### config.mk
export PLATFORM = sky130hd
export DESIGN_NAME = controlador_barra_nivel
export DESIGN_NICKNAME = d
export VERILOG_FILES = /design/src/rtl/controlador_barra_nivel.sv
export SDC_FILE = /design/constraint.sdc
export NUM_CORES = 1
export LEC_CHECK = 0
export ABC_AREA = 1
export CORE_MARGIN = 1.5
export CORE_UTILIZATION = 61
export DETAILED_ROUTE_END_ITERATION = 8
export PLACE_DENSITY_LB_ADDON = 0.15
export RECOVER_POWER = 100
export SYNTH_ARGS = -nofsm -noshare
export SYNTH_HDL_FRONTEND = slang
export SYNTH_SLANG_ARGS = --single-unit
### constraint.sdc
create_clock -name clk -period 2.6 [get_ports clk]
set_input_delay 0.52 -clock clk [delete_from_list [all_inputs] [get_ports clk]]
set_output_delay 0.52 -clock clk [all_outputs]
set_load 0.1 [all_outputs]
### src/rtl/controlador_barra_nivel.sv
// controlador_barra_nivel: level-bar controller for an N-segment fill column.
// Owns the level counter, the step timer and the blink source, and decodes
// the level into per-segment drive lines. The moving segment blinks and the
// segments below it stay lit.
module controlador_barra_nivel #(
  parameter int SEGS       = 7,
  parameter int STEP_DIV   = 50_000_000,
  parameter int BLINK_DIV  = 12_500_000,
  parameter int ACTIVE_LOW = 1
) (
  input  logic                        clk,
  input  logic                        rst,
  input  logic                        enche,
  input  logic                        esvazia,
  input  logic                        para,
  output logic [$clog2(SEGS+1)-1:0]   nivel,
  output logic [SEGS-1:0]             l,
  output logic                        ocupado,
  output logic                        cheio,
  output logic                        vazio,
  output logic                        fim
);

  localparam int NW = $clog2(SEGS + 1);
  localparam int SW = $clog2(STEP_DIV);
  localparam int BW = (BLINK_DIV > 1) ? $clog2(BLINK_DIV) : 1;

  localparam logic [NW-1:0] NIVEL_MAX  = NW'(SEGS);
  localparam logic [SW-1:0] STEP_LAST  = SW'(STEP_DIV - 1);
  localparam logic [BW-1:0] BLINK_LAST = BW'(BLINK_DIV - 1);
  localparam logic          LIT        = (ACTIVE_LOW != 0) ? 1'b0 : 1'b1;

  typedef enum logic [1:0] {
    S_IDLE,
    S_FILL,
    S_DRAIN
  } state_t;

  state_t          state;
  state_t          state_nxt;
  logic [NW-1:0]   nivel_nxt;
  logic [SW-1:0]   step_cnt;
  logic [SW-1:0]   step_nxt;
  logic [BW-1:0]   blink_cnt;
  logic [BW-1:0]   blink_nxt;
  logic            blink_ph;
  logic            blink_ph_nxt;
  logic            fim_nxt;
  logic            step_done;
  logic            entering;

  // State, level, timers and the end-of-run pulse all live in one register bank.
  always_ff @(posedge clk or posedge rst) begin
    if (rst) begin
      state     <= S_IDLE;
      nivel     <= '0;
      step_cnt  <= '0;
      blink_cnt <= '0;
      blink_ph  <= 1'b1;
      fim       <= 1'b0;
    end else begin
      state     <= state_nxt;
      nivel     <= nivel_nxt;
      step_cnt  <= step_nxt;
      blink_cnt <= blink_nxt;
      blink_ph  <= blink_ph_nxt;
      fim       <= fim_nxt;
    end
  end

  // Command arbitration (para > enche > esvazia) and level stepping; a step
  // is only taken when no state change wins the same edge.
  always_comb begin
    state_nxt = state;
    nivel_nxt = nivel;
    fim_nxt   = 1'b0;
    step_done = (step_cnt == STEP_LAST);
    case (state)
      S_FILL: begin
        if (para) begin
          state_nxt = S_IDLE;
        end else if (!enche && esvazia && (nivel != '0)) begin
          state_nxt = S_DRAIN;
        end else if (step_done) begin
          nivel_nxt = nivel + NW'(1);
          if (nivel_nxt == NIVEL_MAX) begin
            state_nxt = S_IDLE;
            fim_nxt   = 1'b1;
          end
        end
      end
      S_DRAIN: begin
        if (para) begin
          state_nxt = S_IDLE;
        end else if (enche && (nivel != NIVEL_MAX)) begin
          state_nxt = S_FILL;
        end else if (step_done) begin
          nivel_nxt = nivel - NW'(1);
          if (nivel_nxt == '0) begin
            state_nxt = S_IDLE;
            fim_nxt   = 1'b1;
          end
        end
      end
      default: begin
        if (para) begin
          state_nxt = S_IDLE;
        end else if (enche) begin
          if (nivel != NIVEL_MAX) begin
            state_nxt = S_FILL;
          end
        end else if (esvazia && (nivel != '0)) begin
          state_nxt = S_DRAIN;
        end
      end
    endcase
  end

  // Step timer and blink source restart on every state entry.
  always_comb begin
    entering     = (state_nxt != state);
    step_nxt     = step_cnt + SW'(1);
    blink_nxt    = blink_cnt + BW'(1);
    blink_ph_nxt = blink_ph;
    if (entering || (state == S_IDLE) || step_done) begin
      step_nxt = '0;
    end
    if (entering) begin
      blink_nxt    = '0;
      blink_ph_nxt = 1'b1;
    end else if (blink_cnt == BLINK_LAST) begin
      blink_nxt    = '0;
      blink_ph_nxt = ~blink_ph;
    end
  end

  // Status flags come straight from the registers.
  always_comb begin
    ocupado = (state != S_IDLE);
    cheio   = (nivel == NIVEL_MAX);
    vazio   = (nivel == '0);
  end

  // Segment decode: bar position k drives l[SEGS-1-k].
  always_comb begin
    l = {SEGS{~LIT}};
    for (int k = 0; k < SEGS; k++) begin
      case (state)
        S_FILL: begin
          if (k < int'(nivel)) begin
            l[SEGS-1-k] = LIT;
          end else if (k == int'(nivel)) begin
            l[SEGS-1-k] = blink_ph ? LIT : ~LIT;
          end
        end
        S_DRAIN: begin
          if (k < int'(nivel) - 1) begin
            l[SEGS-1-k] = LIT;
          end else if (k == int'(nivel) - 1) begin
            l[SEGS-1-k] = blink_ph ? LIT : ~LIT;
          end
        end
        default: begin
          if (k < int'(nivel)) begin
            l[SEGS-1-k] = LIT;
          end
        end
      endcase
    end
  end

endmodule

==> results.yml <==
routing:
  drtAntennaViolNets: 0
  num_vias: 3461
  dr.pass1.iters: 5
  drt_iter0_drc: 194
  wl_um: 9090
  vias_per_cell: 5.61
  drc_errors: 0
  wl_per_cell_um: 14.7
placement:
  gp_congestion: 0.975
  hpwl_um: 6310
  place_area_sq_um: 4280
  numPortBuffers: 18
pwr:
  switching_share: 0.306
  power.share.sequential: 0.365
  p_int_mw: 1.78
  ir_drop_uv: 366
  clock_power_share: 0.401
  p_per_area_nw_per_um2: 550
  combPwrFrac: 0.235
  p_leak_nw: 1.99
  switchingPower_uw: 787
worst_setup_path:
  cp.buffers_inverters: 2
  cp_slowest_cell: "dfrtp_2"
  path_max_fanout: 3
  slowest_delay_ns: 0.41
  endpoint_kind: "primary output"
  r2r_start: "nivel[0]$_DFFE_PP0P_"
  crit_start: "nivel[0]$_DFFE_PP0P_"
  crit_chain: "clkinv_4 -> ha_4 -> ha_4 -> nand2_4 -> nor2_4 -> ha_4 -> a21oi_2 -> a31o_4 -> buf_12"
  cp-start-kind: "register"
  worstPathRequired_ns: 2.08
  cp_common_cell: "ha_4"
  cp_data_arrival_time_ns: 2.14
  crit_family: "adder cells"
  worstSetupPathType: "reg -> out"
logic_synthesis:
  yosysSeqAreaShare: 0.380
  synthCells: 500
  synthDistinctLibCells: 37
  synth_seq_cells: 57
  synth_compound_area_frac: 0.0582
  muxShareOfSynthArea: 0
  ys_warn_count: 0
  synth_edf_count: 0
  synth_nets: 522
  netlist_top_cells_area: "dfrtp_1 (37%), nand2_1 (9.7%), nor2_1 (7.3%), inv_1 (6.7%), ha_1 (5.7%)"
  async_flop_share: 1.00
  netlist.area_leader.share: 0.373
  synth_top_family_by_area: "simple AND/OR/NAND/NOR gates"
  syn_avg_cell_area_sq_um: 7.52
  post-synth-top-area-cell: "dfrtp_1"
  ys.flop_type: "dfrtp_1"
  synth_adder_area_share: 0.0566
  netlist_area_sq_um: 3760
  synthXorXnorAreaFrac: 0.0792
  synth-simple-area-share: 0.343
cts:
  cts_sinks: 57
  cts_tree: "done"
  path_clk_slew_ns: 0.07
  cts_root_buf: "clkbuf_8"
  numCtsBuffers: 9
  clk_latency_ns: 0.35
  hold_buffers: 0
  ctsLongestPathBuffers: 2
  htree_levels: 3
floorplan:
  chipWidth_um: 81.5
  rows: 28
  core_area_sq_um: 5920
  initial_core_util: 0.635
  die_h_um: 81.5
  die_area_sq_um: 6650
  io_pins: 19
run:
  cap_violations: 0
timing:
  skew_ns: 0.0127
  fin_hold_ws_ns: 0.461
  timing.fmax_mhz: 376
  hold_violations: 0
  finalSetupTns_ns: -0.0617
  fin_crit_ns: 2.66
  setup_viol_count_final: 1
  maxSlewViolCount: 0
  worst_slew_pin_slew_ns: 1.16
  finalCritPeriodShare: 1.02
  slew_headroom: 0.227
  rsz0062_at_grt: "yes"
  fin_ws_ns: -0.0617
grt:
  grt_max_degree: 27
  grt_pass1_vias: 3227
  gr-usage-all-layers: 0.287
  grt_overflow: 0
  grt_pass1_wl_um: 14400
  antenna_found_initial: 0
worst_hold_path:
  hold_start: "step_cnt[0]$_DFF_PP0_"
  hp-class: "reg -> reg"
cells_and_area:
  final_area_sq_um: 4670
  mostFrequentLayoutCells: "nand2_1 (94), nor2_1 (69), inv_1 (62)"
  diodes: 0
  final_common_cell: "nand2_1"
  nets: 559
  syn2layout_area_growth_pct: 24.3
  drive_gt1_frac: 0.220
outcome:
  violations: "negative setup slack"
  status: "finished, violations left"
-- flip-flops by register name, summed over array words and instances (netlist names) --
| name | flops |
|---|---|
| step_cnt | 26 |
| blink_cnt | 24 |
| nivel | 3 |
| state | 2 |
| blink_ph | 1 |
| fim | 1 |
-- per-stage QoR --
stage | util | total power [mW] | instances | setup WS (ns)
floorplan | - | 1.35 | 500 | -0.196
detailed placement | 0.723 | 1.52 | 593 | 0.0645
global route | 0.789 | 2.66 | 617 | -0.108
global placement | 0.723 | 1.51 | 593 | 0.109
finish | 0.789 | 2.57 | 617 | -0.0617
CTS | 0.770 | 2.54 | 612 | -0.0806
-- power groups by stage --
stage                     Clock [mW]  Sequential (mW)  Combinational [mW]
final                           1.03            0.937               0.603
after global routing            1.08            0.942               0.638
after CTS                       1.04            0.936               0.567
after detailed placement           0            0.952               0.563
after global placement             0            0.952               0.555
after floorplan                    0            0.947               0.400
-- kinds of logic (layout without fill, tap and decap cells) --
kind of cell               count (synthesis)  count (layout)
AOI/OAI and AO/OA                         36              36
xor gates and xnor gates                  34              34
adders and majority gates                 17              17
buffers and inverters                     79             121
DFF                                       57              57
and+or+nand+nor                          277             277
-- final cells by class --
type                       count  area (sq um)
timing repair buffer          34           368
sequential                    57          1430
multi-input combinational    364          2260
clock buffer                  11           141
clock inverter                 5           103
tap                           75          93.8
fill                         399          1250
inverter                      71           277
-- worst paths after layout --
| path | to | slack (ns) | depth (start not counted) |
|---|---|---|---|
| setup / recovery | l[6] | -0.06 | 9 |
| hold / removal | step_cnt[0]$_DFF_PP0_ | 0.46 | 1 |
| setup reg to reg | step_cnt[25]$_DFF_PP0_ | 0.06 | 13 |
| hold reg to reg | step_cnt[0]$_DFF_PP0_ | 0.46 | 1 |
| max in group asynchronous | state[1]$_DFF_PP0_ | 0.60 | 3 |
| min in group asynchronous | step_cnt[13]$_DFF_PP0_ | 0.83 | 2 |
-- Yosys cell counts, drive strengths merged (2+ instances only) --
cell    number
o21ai       13
o221ai       2
nor2        98
buf          4
o22ai        4
a31oi        2
nand4       16
nor4         9
nand2      101
nand3       32
a31o         2
nor3        14
inv         70
nand3b       2
or2          4
ha          17
xor2        23
clkbuf       4
xnor2       11
dfrtp       56
a21oi        9
-- what timing repair did --
action | CTS | global route
resized for setup | 5 | 21
pin swaps | 4 | 8
cloned | 0 | 0
setup endpoints to repair | 6 | 49
buffers inserted | 3 | 5
-- routing by layer --
metal | wire (um) | vias up | track usage
li1 | - | 1674 | -
met1 | 3840 | 1624 | 0.355
met2 | 4370 | 132 | 0.466
met3 | 597 | 31 | 0.0744
met4 | 285 | 0 | 0.134
met5 | 0 | - | 0
Note: power is estimated with default switching activity, not from simulation.
